File: src/rtl/fnmadd_issue_ctrl.sv
// rtl/fnmadd_issue_ctrl.sv - FNMADD issue/retire controller with credit-checked result FIFO
module fnmadd_issue_ctrl #(
  parameter int WIDTH     = 32,
  parameter int TAG_WIDTH = 4,
  parameter int DEPTH     = 4
) (
  input  logic                 clk,
  input  logic                 RST,
  input  logic                 flush,
  input  logic                 in_valid,
  output logic                 in_ready,
  input  logic [WIDTH-1:0]     in_a,
  input  logic [WIDTH-1:0]     in_b,
  input  logic [WIDTH-1:0]     in_c,
  input  logic [1:0]           in_rnd,
  input  logic [TAG_WIDTH-1:0] in_tag,
  output logic [WIDTH-1:0]     fma_a,
  output logic [WIDTH-1:0]     fma_b,
  output logic [WIDTH-1:0]     fma_c,
  output logic [1:0]           fma_rnd,
  output logic                 fma_enable,
  input  logic [WIDTH-1:0]     fma_result,
  output logic                 out_valid,
  input  logic                 out_ready,
  output logic [WIDTH-1:0]     out_data,
  output logic [TAG_WIDTH-1:0] out_tag,
  output logic                 out_is_nan,
  output logic                 out_is_inf,
  output logic                 out_is_zero,
  output logic [15:0]          retired
);

  localparam int AW     = $clog2(DEPTH);
  localparam int FRAC_W = 23;
  localparam int ENT_W  = WIDTH + TAG_WIDTH + 3;

  logic                 s1_valid_q, s1_valid_d;
  logic [WIDTH-1:0]     s1_a_q, s1_a_d;
  logic [WIDTH-1:0]     s1_b_q, s1_b_d;
  logic [WIDTH-1:0]     s1_c_q, s1_c_d;
  logic [1:0]           s1_rnd_q, s1_rnd_d;
  logic [TAG_WIDTH-1:0] s1_tag_q, s1_tag_d;
  logic                 s2_valid_q, s2_valid_d;
  logic [TAG_WIDTH-1:0] s2_tag_q, s2_tag_d;
  logic [AW:0]          wr_ptr_q, wr_ptr_d;
  logic [AW:0]          rd_ptr_q, rd_ptr_d;
  logic [ENT_W-1:0]     mem_q [DEPTH];
  logic [ENT_W-1:0]     mem_d [DEPTH];
  logic [15:0]          retired_q, retired_d;

  logic [AW:0]   count;
  logic [AW+1:0] occupancy;
  logic          accept;
  logic          pop;
  logic          fifo_wr;
  logic          exp_ones;
  logic          exp_zero;
  logic          frac_zero;
  logic [2:0]    wr_flags;
  logic [ENT_W-1:0] head;

  assign count     = wr_ptr_q - rd_ptr_q;
  // Credits cover everything that may still land in the FIFO; a same-cycle pop is not counted.
  assign occupancy = (AW+2)'(count) + (AW+2)'(s1_valid_q) + (AW+2)'(s2_valid_q);
  assign in_ready  = RST & ~flush & (occupancy < (AW+2)'(DEPTH));
  assign accept    = in_valid & in_ready;
  assign out_valid = (count != '0);
  assign pop       = out_valid & out_ready & ~flush;
  assign fifo_wr   = s2_valid_q & ~flush;

  assign exp_ones  = &fma_result[WIDTH-2:FRAC_W];
  assign exp_zero  = ~|fma_result[WIDTH-2:FRAC_W];
  assign frac_zero = ~|fma_result[FRAC_W-1:0];
  assign wr_flags  = {exp_ones & ~frac_zero, exp_ones & frac_zero, exp_zero & frac_zero};

  always_comb begin
    s1_valid_d = accept;
    s1_a_d     = s1_a_q;
    s1_b_d     = s1_b_q;
    s1_c_d     = s1_c_q;
    s1_rnd_d   = s1_rnd_q;
    s1_tag_d   = s1_tag_q;
    if (accept) begin
      s1_a_d   = in_a;
      s1_b_d   = in_b;
      s1_c_d   = in_c;
      s1_rnd_d = in_rnd;
      s1_tag_d = in_tag;
    end

    s2_valid_d = s1_valid_q & ~flush;
    s2_tag_d   = s1_tag_q;

    mem_d = mem_q;
    if (fifo_wr) begin
      mem_d[wr_ptr_q[AW-1:0]] = {fma_result, s2_tag_q, wr_flags};
    end

    if (flush) begin
      wr_ptr_d = '0;
      rd_ptr_d = '0;
    end else begin
      wr_ptr_d = wr_ptr_q + {{AW{1'b0}}, fifo_wr};
      rd_ptr_d = rd_ptr_q + {{AW{1'b0}}, pop};
    end

    retired_d = retired_q + {15'd0, pop};
  end

  always_ff @(posedge clk or negedge RST) begin
    if (!RST) begin
      s1_valid_q <= 1'b0;
      s1_a_q     <= '0;
      s1_b_q     <= '0;
      s1_c_q     <= '0;
      s1_rnd_q   <= '0;
      s1_tag_q   <= '0;
      s2_valid_q <= 1'b0;
      s2_tag_q   <= '0;
      wr_ptr_q   <= '0;
      rd_ptr_q   <= '0;
      mem_q      <= '{default: '0};
      retired_q  <= '0;
    end else begin
      s1_valid_q <= s1_valid_d;
      s1_a_q     <= s1_a_d;
      s1_b_q     <= s1_b_d;
      s1_c_q     <= s1_c_d;
      s1_rnd_q   <= s1_rnd_d;
      s1_tag_q   <= s1_tag_d;
      s2_valid_q <= s2_valid_d;
      s2_tag_q   <= s2_tag_d;
      wr_ptr_q   <= wr_ptr_d;
      rd_ptr_q   <= rd_ptr_d;
      mem_q      <= mem_d;
      retired_q  <= retired_d;
    end
  end

  assign fma_a      = s1_a_q;
  assign fma_b      = s1_b_q;
  assign fma_c      = s1_c_q;
  assign fma_rnd    = s1_rnd_q;
  assign fma_enable = s1_valid_q;

  assign head        = mem_q[rd_ptr_q[AW-1:0]];
  assign out_data    = head[ENT_W-1 -: WIDTH];
  assign out_tag     = head[TAG_WIDTH+2:3];
  assign out_is_nan  = head[2];
  assign out_is_inf  = head[1];
  assign out_is_zero = head[0];
  assign retired     = retired_q;

endmodule

File: config.mk
export PLATFORM = sky130hd
export DESIGN_NAME = fnmadd_issue_ctrl
export DESIGN_NICKNAME = d
export VERILOG_FILES = /design/src/rtl/fnmadd_issue_ctrl.sv
export SDC_FILE = /design/constraint.sdc
export NUM_CORES = 1
export LEC_CHECK = 0
export ABC_AREA = 0
export BUFFER_PORTS_ARGS = -buffer_cell sky130_fd_sc_hd__buf_4
export CORE_ASPECT_RATIO = 0.75
export CORE_UTILIZATION = 30
export CTS_CLUSTER_DIAMETER = 100
export DETAILED_ROUTE_END_ITERATION = 7
export GPL_TIMING_DRIVEN = 0
export PLACE_DENSITY = 0.59
export SETUP_SLACK_MARGIN = 0.4
export SLEW_MARGIN = 20
export SYNTH_ARGS = -nofsm -noshare
export SYNTH_HDL_FRONTEND = slang
export SYNTH_SLANG_ARGS = --single-unit
export TNS_END_PERCENT = 30
File: constraint.sdc
create_clock -name clk -period 3.5 [get_ports clk]
set_input_delay 0.7 -clock clk [delete_from_list [all_inputs] [get_ports clk]]
set_output_delay 0.7 -clock clk [all_outputs]
set_load 0.005 [all_outputs]
# ---- Word-level counts from Yosys, hierarchy flattened
# Index checks and enable logic that the tools add are counted.
dict set report classes {
  n_addsub 6
  order_cmp 4
  mux 8
  bitwise 13
  n_reduce_logical 7
}
# op n
set ops {}
lappend ops {{bitwise mux 156 bit} 1}
lappend ops {{two-way mux 39 bit} 3}
lappend ops {{binary-select mux 39 bit (select 2 bit)} 1}
lappend ops {{demux 39 bit (select 2 bit)} 1}
lappend ops {{OR reduction 23 bit} 1}
lappend ops {{adder 16 x 1 -> 16 bit} 1}
lappend ops {{AND 1 bit} 10}
lappend ops {{AND reduction 8 bit} 1}
lappend ops {{OR reduction 8 bit} 1}
lappend ops {{adder 3 x 1 -> 3 bit} 2}
lappend ops {{>= comparator 3 bit (second input constant)} 2}
lappend ops {{two-way mux 3 bit} 2}
lappend ops {{NOT 2 -> 3 bit} 2}
lappend ops {{adder 3 x 1 -> 4 bit} 1}
lappend ops {{adder 4 x 1 -> 4 bit} 1}
lappend ops {{less-than comparator 4 x 3 -> 1 bit (second input constant)} 1}
lappend ops {{less-than comparator 3 x 1 -> 1 bit (second input constant)} 1}
lappend ops {{nonzero test 3 bit} 1}
lappend ops {{subtractor 3 bit} 1}
lappend ops {{logical NOT 1 bit} 2}
lappend ops {{logical AND 1 bit} 1}
lappend ops {{NOT 1 bit} 1}
dict set report word_totals {
  regBits 286
  inputBits 139
  output_inout_bits 156
  wordCells 53
}

# ---- Longest topological paths before layout
# Gate-level depths: netlist (run 1).
dict set report logic_depth {
  word_depth 6
  mapped_depth 11
  mapped_depth_nobuf 11
}

# ---- Worst setup path before layout (run 1)
# OpenSTA, ideal clock, no wires.
dict set report synth_timing {
  path_type {register to register}
  from {reg wr_ptr_q[0]}
  to {reg retired_q[12], in the netlist retired[12]}
  setup_ns 0.079
  t_arrival_ns 2.340
  required_time_ns 3.421
  setup_slack_ns 1.081
  stages_incl_launch_ff 12
  path_buffers 0
  period_less_slack_ns 2.419
  path_cell_list {dfrtp_1 inv_1 ha_1 fa_1 xnor3_1 nand3_1 and3_1 ha_1 ha_1 nand2_1 nor3_1 xor2_1}
}
dict set report synth_via {
  elab_chain_len 5
}
# element line_no
set synth_lines {}
lappend synth_lines {{start, declared} 45} ;# logic [AW:0] wr_ptr_q, wr_ptr_d;
lappend synth_lines {{start signal, assigned} 133} ;# wr_ptr_q <= wr_ptr_d;
lappend synth_lines {{subtractor 3 bit} 62} ;# assign count = wr_ptr_q - rd_ptr_q;
lappend synth_lines {{nonzero test 3 bit} 67} ;# assign out_valid = (count != '0);
lappend synth_lines {{net out_valid} 23} ;# output logic out_valid,
lappend synth_lines {{AND 1 bit (2 in a row)} 68} ;# assign pop = out_valid & out_ready & ~flush;
lappend synth_lines {{adder 16 x 1 -> 16 bit} 107} ;# retired_d = retired_q + {15'd0, pop};
lappend synth_lines {{net retired_d[12]} 49} ;# logic [15:0] retired_q, retired_d;
lappend synth_lines {{end signal, assigned} 136} ;# retired_q <= retired_d;
lappend synth_lines {{end, declared} 49}
# The timed path passes the listed nets, and every way through them passes these cells.
# A chain may end at the register's enable or synchronous reset.

# ---- Final worst setup path (run 1)
dict set report layout_timing {
  from {reg rd_ptr_q[1]}
  to {out out_data[7]}
}
dict set report layout_via {
  elab_chain_len 4
}
# element line_no
set layout_lines {}
lappend layout_lines {{start, declared} 46} ;# logic [AW:0] rd_ptr_q, rd_ptr_d;
lappend layout_lines {{start signal, assigned} 134} ;# rd_ptr_q <= rd_ptr_d;
lappend layout_lines {{NOT 2 -> 3 bit (implied by the code)} 146} ;# assign head = mem_q[rd_ptr_q[AW-1:0]];
lappend layout_lines {{binary-select mux 39 bit (select 2 bit)} 146}
lappend layout_lines {{two-way mux 39 bit (implied by the code) (2 in a row)} 146}
lappend layout_lines {{end, declared} 25} ;# output logic [WIDTH-1:0] out_data,
# Every way passes these cells. The select of a mux whose other input is x is not followed.

==> impl_metrics.toml, run 1 <==
[critical_path]
crit_path_top_delay_cell = "clkbuf_1"
start_kind = "register"
endpoint_kind = "primary output"
worst_ep_required_time_ns = 2.80
crit_type = "register to primary output"
path_buf_inv = 2
path_delay_family = "buffers and inverters"
cpPeakStageDelay_ns = 0.61
worstPathArrival_ns = 2.29
crit_chain = "clkbuf_1, mux4_2, buf_4"
critPathMaxFanout = 10

[outcome]
status = "complete, no violations"

[timing]
fin_skew_ns = 0.00438
hold_slack_ns = 0.0703
worst-slew-pin-transition_ns = 0.745
rsz0062_at_grt = "no"
hold_viol = 0
period_minus_slack_ns = 2.99
finalSetupViolCount = 0
period_share_pct = 85.4
slew_headroom_pct = 50.3
drv_slew = 0
fmaxAchievable_mhz = 334

[floorplanning]
die_y_um = 175
core_region_area_sq_mm = 0.0395
start_util_pct = 30.5
die_x_um = 233
die_area_sq_mm = 0.0409
io_pins = 295
rows = 63

[final_layout]
layout-drive-gt1-share_pct = 62.8
fill_cells = 3636
finalNetCount = 1198
final_common_cell = "buf_4"
fin_area_sq_mm = 0.0161
layout_common_cells = "buf_4 (293), dfrtp_1 (285), mux2_2 (177)"
stdcell_count = 1595
seq_area_sq_mm = 0.00716
area_growth_syn_to_layout_pct = 34.1
multiInputGateArea_sq_mm = 0.00462

[synth]
synth_nets = 868
synthSimpleGateAreaFrac_pct = 2.76
synth_top_family_by_area = "multiplexers"
syn_inst = 720
yosys_warnings = 0
ys_seq_elements = 286
synth-compound-area-share_pct = 0.791
synth_seq_area_share_pct = 59.5
synth_cell_types = 30
syn_area_sq_mm = 0.0120
synthAdderAreaFrac_pct = 0.999
postSynthAreaPerCell_sq_um = 16.7
muxShareOfSynthArea_pct = 32.5
synth_xor_area_share_pct = 1.35

[cts]
cts_made_buffers = 31
cts_root_buf = "clkbuf_16"
cts_tree = "yes"
cts_max_level = 1
clock-sinks = 286
postCtsSetupBuffers = 0
clock_path_buffers = 3
clk_latency_ns = 0.56
cts-hold-fix-buffers = 0
clk_pin_slew_ns = 0.06
cts_resized = 8

[power]
combinationalPowerShare_pct = 17.0
power_switching_mw = 2.11
pwr-share-seq_pct = 43.3
p_sw_share_pct = 23.4
power_density_mw_per_mm2 = 560
power.leakage_nw = 7.98
p_clk_share_pct = 39.7
ir_drop_mv = 0.399
internal_power_mw = 6.92
totalPowerFinal_mw = 9.03

[placed_design]
dp.cells = 1537
dpl.hpwl_um = 21700
numPortBuffers = 294
gp_congestion = 0.737
placed_cell_area_sq_mm = 0.0150

[route]
drc = 0
wire_per_inst_um = 18.8
via_per_inst = 4.56
vias = 7272
first_iter_violations = 280
antenna_left = 0
routed_wirelength_um = 30100
drt-pass1-iter-count = 4

[grt]
grt_max_degree = 98
first_global_vias = 7766
grt_usage_pct = 14.9
antenna_found_initial = 1
grt_overflow = 0
grt_pass1_wl_um = 46700

[min_path]
hold_path_class = "primary input to async pin"

[run]
maxCapViolations = 0
[final timing paths]
path	slack, ns	startpoint	endpoint	cells after the start
worst max-delay path	0.51	rd_ptr_q[1]	out_data[7]	3
worst min-delay path	0.07	RST	mem_q[147]	1
max in group asynchronous	2.15	RST	fma_b[4]	3
min in group clk	0.37	flush	rd_ptr_q[0]	2
worst max register to register	0.74	wr_ptr_q[0]	retired[12]	11
worst min register to register	0.38	s1_tag_q[2]	s2_tag_q[2]	0
[registers in the layout (all words and copies together), names as in the netlist]
register,cells
s2_tag_q,4
retired,16
s2_valid_q,1
fma_c,32
rd_ptr_q,3
mem_q,156
fma_a,32
s1_tag_q,4
fma_b,32
fma_rnd,2
fma_enable,1
wr_ptr_q,3
[Yosys cell counts]
cell / instances / share of area, %
xnor2_1: 9 / 0.66
nand4_1: 7 / 0.36
mux2_2: 177 / 17
nor2_1: 6 / 0.19
a21oi_1: 1 / 0.042
xor2_1: 7 / 0.51
fa_1: 1 / 0.17
o2111a_2: 1 / 0.10
a21o_1: 1 / 0.062
dfrtp_1: 286 / 60
inv_1: 7 / 0.22
ha_1: 8 / 0.83
xnor3_1: 1 / 0.19
and4_1: 2 / 0.15
buf_6: 8 / 0.75
mux2_4: 69 / 8.6
nor2b_1: 6 / 0.31
and3_1: 1 / 0.052
or4_1: 2 / 0.12
clkbuf_1: 6 / 0.19
or2_2: 1 / 0.052
o31ai_1: 4 / 0.25
nor4_1: 6 / 0.31
nand3_1: 10 / 0.42
nand2_2: 1 / 0.052
buf_2: 23 / 0.96
o21ai_0: 8 / 0.33
nand2_1: 17 / 0.53
mux4_2: 39 / 7.3
nor3_1: 5 / 0.21
[kinds of logic (layout without fill, tap and decap cells)]
kind of cell	count (synthesis)	in the layout
compound gates	15	15
xor+xnor	17	17
fa+ha+maj	9	9
buf+inv	44	398
flops	286	286
mux	285	285
other cells	0	1
simple gates	64	64
[stage by stage]
step / setup WS, ns / setup TNS, ns / utilization (%)
2_1_floorplan: 1.08 / 0 / -
3_3_place_gp: -1.59 / -402.30 / 37.7
3_5_place_dp: 0.384 / 0 / 37.9
4_1_cts: 0.449 / 0 / 40.8
5_1_grt: 0.428 / 0 / 40.8
6_report: 0.509 / 0 / 40.8
[routing by layer]
metal / vias to the layer above / part of all wire (%) / track usage, %
met5: - / 0 / 0
li1: 3294 / - / -
met4: 0 / 2.0 / 3.27
met1: 3726 / 44 / 20.5
met3: 42 / 7.7 / 4.64
met2: 210 / 46 / 22.9
[power by group through the flow]
stage          Combinational, mW  Sequential, mW  Clock [mW]
3_3_place_gp                1.54            3.95           0
3_5_place_dp                1.57            3.95           0
6_report                    1.54            3.91        3.59
2_1_floorplan              0.631            3.93           0
4_1_cts                     1.57            3.91        3.71
5_1_grt                     1.67            3.96        3.84
[final cells by class]
| cell class | instances | share of cell area (%) |
|---|---|---|
| antenna | 1 | 0.0155 |
| buffer | 37 | 1.54 |
| clock buffer | 40 | 5.52 |
| clock inverter | 17 | 1.48 |
| inverter | 7 | 0.163 |
| multi-input combinational | 390 | 28.6 |
| sequential | 286 | 44.4 |
| tap | 520 | 4.03 |
| timing repair buffer | 297 | 14.2 |
[worst reg2reg max path, delay by kind of cell, from the launching register on]
family	cells	cell delay, ns
XOR/XNOR	2	0.38
adder cells (fa/ha/maj)	4	1.18
buffers and inverters	1	0.09
flip-flops	1	0.38
AND/OR/NAND/NOR	4	0.64
Note: power is estimated with default switching activity, not from simulation.
==> run 2, diff against run 1 <==
- GPL_TIMING_DRIVEN: 0 -> 1
==> run 2 against run 1 <==
Net effect: worst hold slack better by 0.18 ns; utilization is 0.37 points lower; non-clock buffer count down 27; setup slack gained 0.041 ns; sequential share of layout area up 0.43 points; clock-buffer cell count decreased by 2; wire length fell by 0.59%; final cell count down 1.8%; sequential power about the same; maximum frequency grew 1.4%; critical path type unchanged; highest routed layer unchanged.
==> impl_metrics.toml, run 2 (synthesis gave the netlist of run 1 again) <==
[outcome]
status = "complete, no violations"

[critical_path]
worstPathArrival_ns = 2.25
crit_path_top_delay_cell = "mux4_2"
cpPeakStageDelay_ns = 0.62
crit_chain = "clkbuf_8, mux4_2, buf_4"
critPathMaxFanout = 40
crit_type = "register to primary output"
endpoint_kind = "primary output"
worst_ep_required_time_ns = 2.80
start_kind = "register"

[run]
maxCapViolations = 0

[route]
vias = 7110
drc = 0
first_iter_violations = 267
antenna_left = 0
routed_wirelength_um = 29900
via_per_inst = 4.54
drt-pass1-iter-count = 4
wire_per_inst_um = 19.1

[power]
power_switching_mw = 2.08
power_density_mw_per_mm2 = 563
combinationalPowerShare_pct = 16.9
internal_power_mw = 6.92
pwr-share-seq_pct = 43.4
p_clk_share_pct = 39.7
ir_drop_mv = 0.347
power.leakage_nw = 7.88
p_sw_share_pct = 23.1

[floorplanning]
die_y_um = 175
core_region_area_sq_mm = 0.0395
rows = 63
start_util_pct = 30.5
die_x_um = 233
die_area_sq_mm = 0.0409
io_pins = 295

[timing]
period_share_pct = 84.3
fin_skew_ns = 0.0151
fmaxAchievable_mhz = 339
hold_slack_ns = 0.253
slew_headroom_pct = 32.9
hold_viol = 0
rsz0062_at_grt = "no"
drv_slew = 0
finalSetupTns_ns = 0
period_minus_slack_ns = 2.95
finalSetupViolCount = 0
worst-slew-pin-transition_ns = 1.01

[grt]
grt_pass1_wl_um = 46100
grt_overflow = 0
antenna_found_initial = 1
grt_usage_pct = 14.6
first_global_vias = 7665
grt_max_degree = 149

[min_path]
hold_path_class = "primary input to async pin"

[final_layout]
finalNetCount = 1171
fill_cells = 3668
layout-drive-gt1-share_pct = 62.6
regMostFlops = "mem_q"
largest_reg_flops = 156
final_common_cell = "buf_4"
layout_common_cells = "buf_4 (301), dfrtp_1 (284), mux2_2 (177)"
area_growth_syn_to_layout_pct = 32.9
fin_area_sq_mm = 0.0160

[placed_design]
numPortBuffers = 294
gp_congestion = 0.757
dpl.hpwl_um = 19800
placed_cell_area_sq_mm = 0.0148

[cts]
clk_pin_slew_ns = 0.06
cts_made_buffers = 31
clock_path_buffers = 3
clock-sinks = 286
cts_root_buf = "clkbuf_16"
cts_max_level = 1
clk_latency_ns = 0.56
cts-hold-fix-buffers = 0
cts_tree = "yes"
==> run 2: cell count changes in the layout (fill, tap and decap cells not counted), moves of 3 or more <==
| cell | before | now |
|---|---|---|
| buf_2 | 21 | 0 |
| buf_6 | 10 | 0 |
| buf_4 | 293 | 301 |
| buf_12 | 0 | 4 |
| nand3_1 | 10 | 6 |
| nand3_2 | 0 | 4 |
| buf_16 | 3 | 0 |
| clkbuf_1 | 5 | 2 |
==> run 2: metrics by stage <==
stage                     worst slack [ns]  utilization (%)  instances  power (mW)
after floorplan                       1.08                -        720        4.56
after global placement               0.819             37.6       1509        5.50
after detailed placement             0.794             37.6       1509        5.51
after CTS                            0.428             40.4       1564        9.18
after global routing                 0.401             40.5       1566        9.45
final                                0.551             40.5       1566        9.00
==> run 2: final timing paths <==
kind                        startpoint      endpoint  slack (ns)  cells after the start
setup / recovery           rd_ptr_q[0]  out_data[22]        0.55                      3
hold / removal                     RST      fma_c[0]        0.25                      2
setup reg to reg           rd_ptr_q[0]   retired[12]        0.85                     10
hold reg to reg            s1_tag_q[3]   s2_tag_q[3]        0.38                      0
max in group asynchronous          RST    mem_q[150]        2.46                      2
min in group clk                 flush   rd_ptr_q[2]        0.37                      2
==> run 2: critical path: cells and delay by family, from the launching register on <==
kind	cells	cell delay, ns
DFF	1	0.41
muxes	1	0.62
buffers and inverters	2	0.63
==> run 2: layer usage <==
layer | part of all wire (%) | vias up | GRT usage [%]
met3 | 7.4 | 34 | 4.90
met5 | 0 | - | 0
met1 | 45 | 3628 | 19.5
met4 | 1.8 | 0 | 3.02
met2 | 46 | 211 | 23.1
li1 | - | 3237 | -
==> run 2: area by class of cell <==
cell class / instances / area [sq um] / area share, %
sequential: 286 / 7160 / 44.8
multi-input combinational: 390 / 4650 / 29.1
timing repair buffer: 307 / 2370 / 14.8
clock buffer: 38 / 852 / 5.33
tap: 520 / 651 / 4.07
clock inverter: 17 / 269 / 1.68
inverter: 7 / 26.3 / 0.164
antenna: 1 / 2.50 / 0.0157
==> run 2: timing repair <==
action / 4_1_cts / 5_1_grt
gates resized for setup: 1 / 1
buffers inserted: 0 / 1
endpoints found under the setup margin: 39 / 12
==> run 2: power by group through the flow <==
stage	registers [mW]	clock network (mW)	logic, mW
finish	3.91	3.57	1.52
global route	3.96	3.85	1.65
CTS	3.91	3.71	1.56
detailed placement	3.95	0	1.56
global placement	3.95	0	1.54
floorplan	3.93	0	0.631
==> run 3, diff against run 2 <==
- clock period: 3.5 -> 3.1 ns (I/O delays scaled with it)
==> run 3 against run 2 <==
Net effect: utilization is 0.17 points higher; final cell count is 0.70% higher; clock power is 5.6% higher; wire length is 1.8% higher; design area is 0.42% higher; die area stayed put; clock-buffer cell count stayed put; combinational power is 14% higher; critical path depth is 2 higher; sequential power is 13% higher; flip-flop and latch count stayed put; largest power group unchanged; highest routed layer unchanged.
==> impl_metrics.toml, run 3 (synthesis gave the netlist of run 1 again) <==
[timing]
finalSetupViolCount = 0
rsz0062_at_grt = "yes"
drv_slew = 0
fin_skew_ns = 0.0152
slew_headroom_pct = 38.2
fmaxAchievable_mhz = 366
period_minus_slack_ns = 2.73
hold_viol = 0
period_share_pct = 88.2
worst-slew-pin-transition_ns = 0.926
finalSetupTns_ns = 0

[cts]
clk_pin_slew_ns = 0.07
clock-sinks = 286
clk_latency_ns = 0.56
cts_root_buf = "clkbuf_16"
cts_tree = "yes"
clock_path_buffers = 3
cts_made_buffers = 31
cts_max_level = 1

[route]
routed_wirelength_um = 30400
drt-pass1-iter-count = 4
first_iter_violations = 253
antenna_left = 0
drc = 0
via_per_inst = 4.55
wire_per_inst_um = 19.3
vias = 7178

[placed_design]
numPortBuffers = 294
dpl.hpwl_um = 19700
gp_congestion = 0.762
dp.cells = 1512

[floorplanning]
die_area_sq_mm = 0.0409
core_region_area_sq_mm = 0.0395
io_pins = 295
start_util_pct = 30.5
rows = 63
die_x_um = 233
die_y_um = 175

[power]
power.leakage_nw = 7.89
power_density_mw_per_mm2 = 618
ir_drop_mv = 0.397

[outcome]
status = "complete, no violations"

[final_layout]
area_growth_syn_to_layout_pct = 33.4
largest_reg_flops = 156
post-route-util_pct = 40.6
stdcell_count = 1577
regMostFlops = "mem_q"
final_common_cell = "buf_4"
layout_common_cells = "buf_4 (304), dfrtp_1 (284), mux2_2 (177)"
layout-drive-gt1-share_pct = 63.1
finalNetCount = 1179

[critical_path]
crit_path_top_delay_cell = "dfrtp_4"
rr_worst_depth = 10
endpoint_kind = "primary output"
crit_type = "register to primary output"
path_buf_inv = 1
crit_chain = "ha_4, fa_2, xnor3_1, o2111a_2, buf_6"
worst_ep_required_time_ns = 2.48
crit_cells = 5
cpPeakStageDelay_ns = 0.50
start_kind = "register"
worstPathArrival_ns = 2.11
path_delay_family = "flip-flops"
critPathMaxFanout = 2

[grt]
first_global_vias = 7884
grt_max_degree = 142
grt_overflow = 0
antenna_found_initial = 2
grt_usage_pct = 14.8
grt_pass1_wl_um = 46700

[run]
maxCapViolations = 0

[min_path]
hold_path_class = "primary input to register"
hold_depth = 2
run 3: cell count changes in the layout (fill, tap and decap cells not counted), sizes merged:
cell,before,now
clkbuf,39,40
clkinvlp,1,2
diode,1,2
dlygate4sd3,0,1
inv,8,7
buf,306,312
clkinv,8,13
bufinv,7,4
run 3: per-stage QoR:
step                      setup slack (ns)  hold WS [ns]  instance area (sq um)  total power, mW
final                                0.366         0.287                  16000             9.92
after global routing                 0.297         0.252                  16000             10.4
after floorplan                      0.681         0.324                  12000             5.15
after detailed placement             0.410         0.368                  14900             6.22
after CTS                            0.247         0.248                  16000             10.1
after global placement               0.465         0.363                  14900             6.20
run 3: power by group:
part | leakage, nW | internal, mW | switching (mW)
clock | 0.516 | 2.23 | 1.53
combinational | 3.68 | 1.15 | 0.590
sequential | 3.69 | 4.16 | 0.257
total | 7.89 | 7.54 | 2.38
run 3: path summary, 6_finish.rpt:
path	end	slack, ns	startpoint
setup / recovery	in_ready	0.37	rd_ptr_q[0]
hold / removal	rd_ptr_q[2]	0.29	flush
setup reg to reg	retired[12]	0.52	rd_ptr_q[0]
hold reg to reg	s2_tag_q[3]	0.37	s1_tag_q[3]
max in group asynchronous	rd_ptr_q[0]	1.43	RST
min in group asynchronous	mem_q[71]	0.48	RST
run 3: final cells by class:
type | instances | area (sq um)
Antenna cell | 2 | 5.00
Clock buffer | 38 | 832
Clock inverter | 19 | 204
Fill cell | 3672 | 23400
Inverter | 7 | 26.3
Multi-Input combinational cell | 390 | 4680
Sequential cell | 286 | 7160
Tap cell | 520 | 651
Timing Repair Buffer | 315 | 2490
run 3: timing repair:
action	in CTS	in global routing
hold buffers	1	0
pin swaps	4	0
buffers inserted	1	2
gates cloned	0	2
endpoints found under the hold margin	11	0
endpoints found under the setup margin	42	43
resized for setup	11	1
run 3: metal layers:
metal  share of wire [%]  up-vias  global-route usage [%]  wire length, um
met5                   0        -                       0                0
li1                    -     3250                       -                -
met1                  44     3682                    19.7            13500
met3                 7.8       37                    5.21             2370
met4                 1.8        0                    3.57              553
met2                  46      209                    23.0            14000
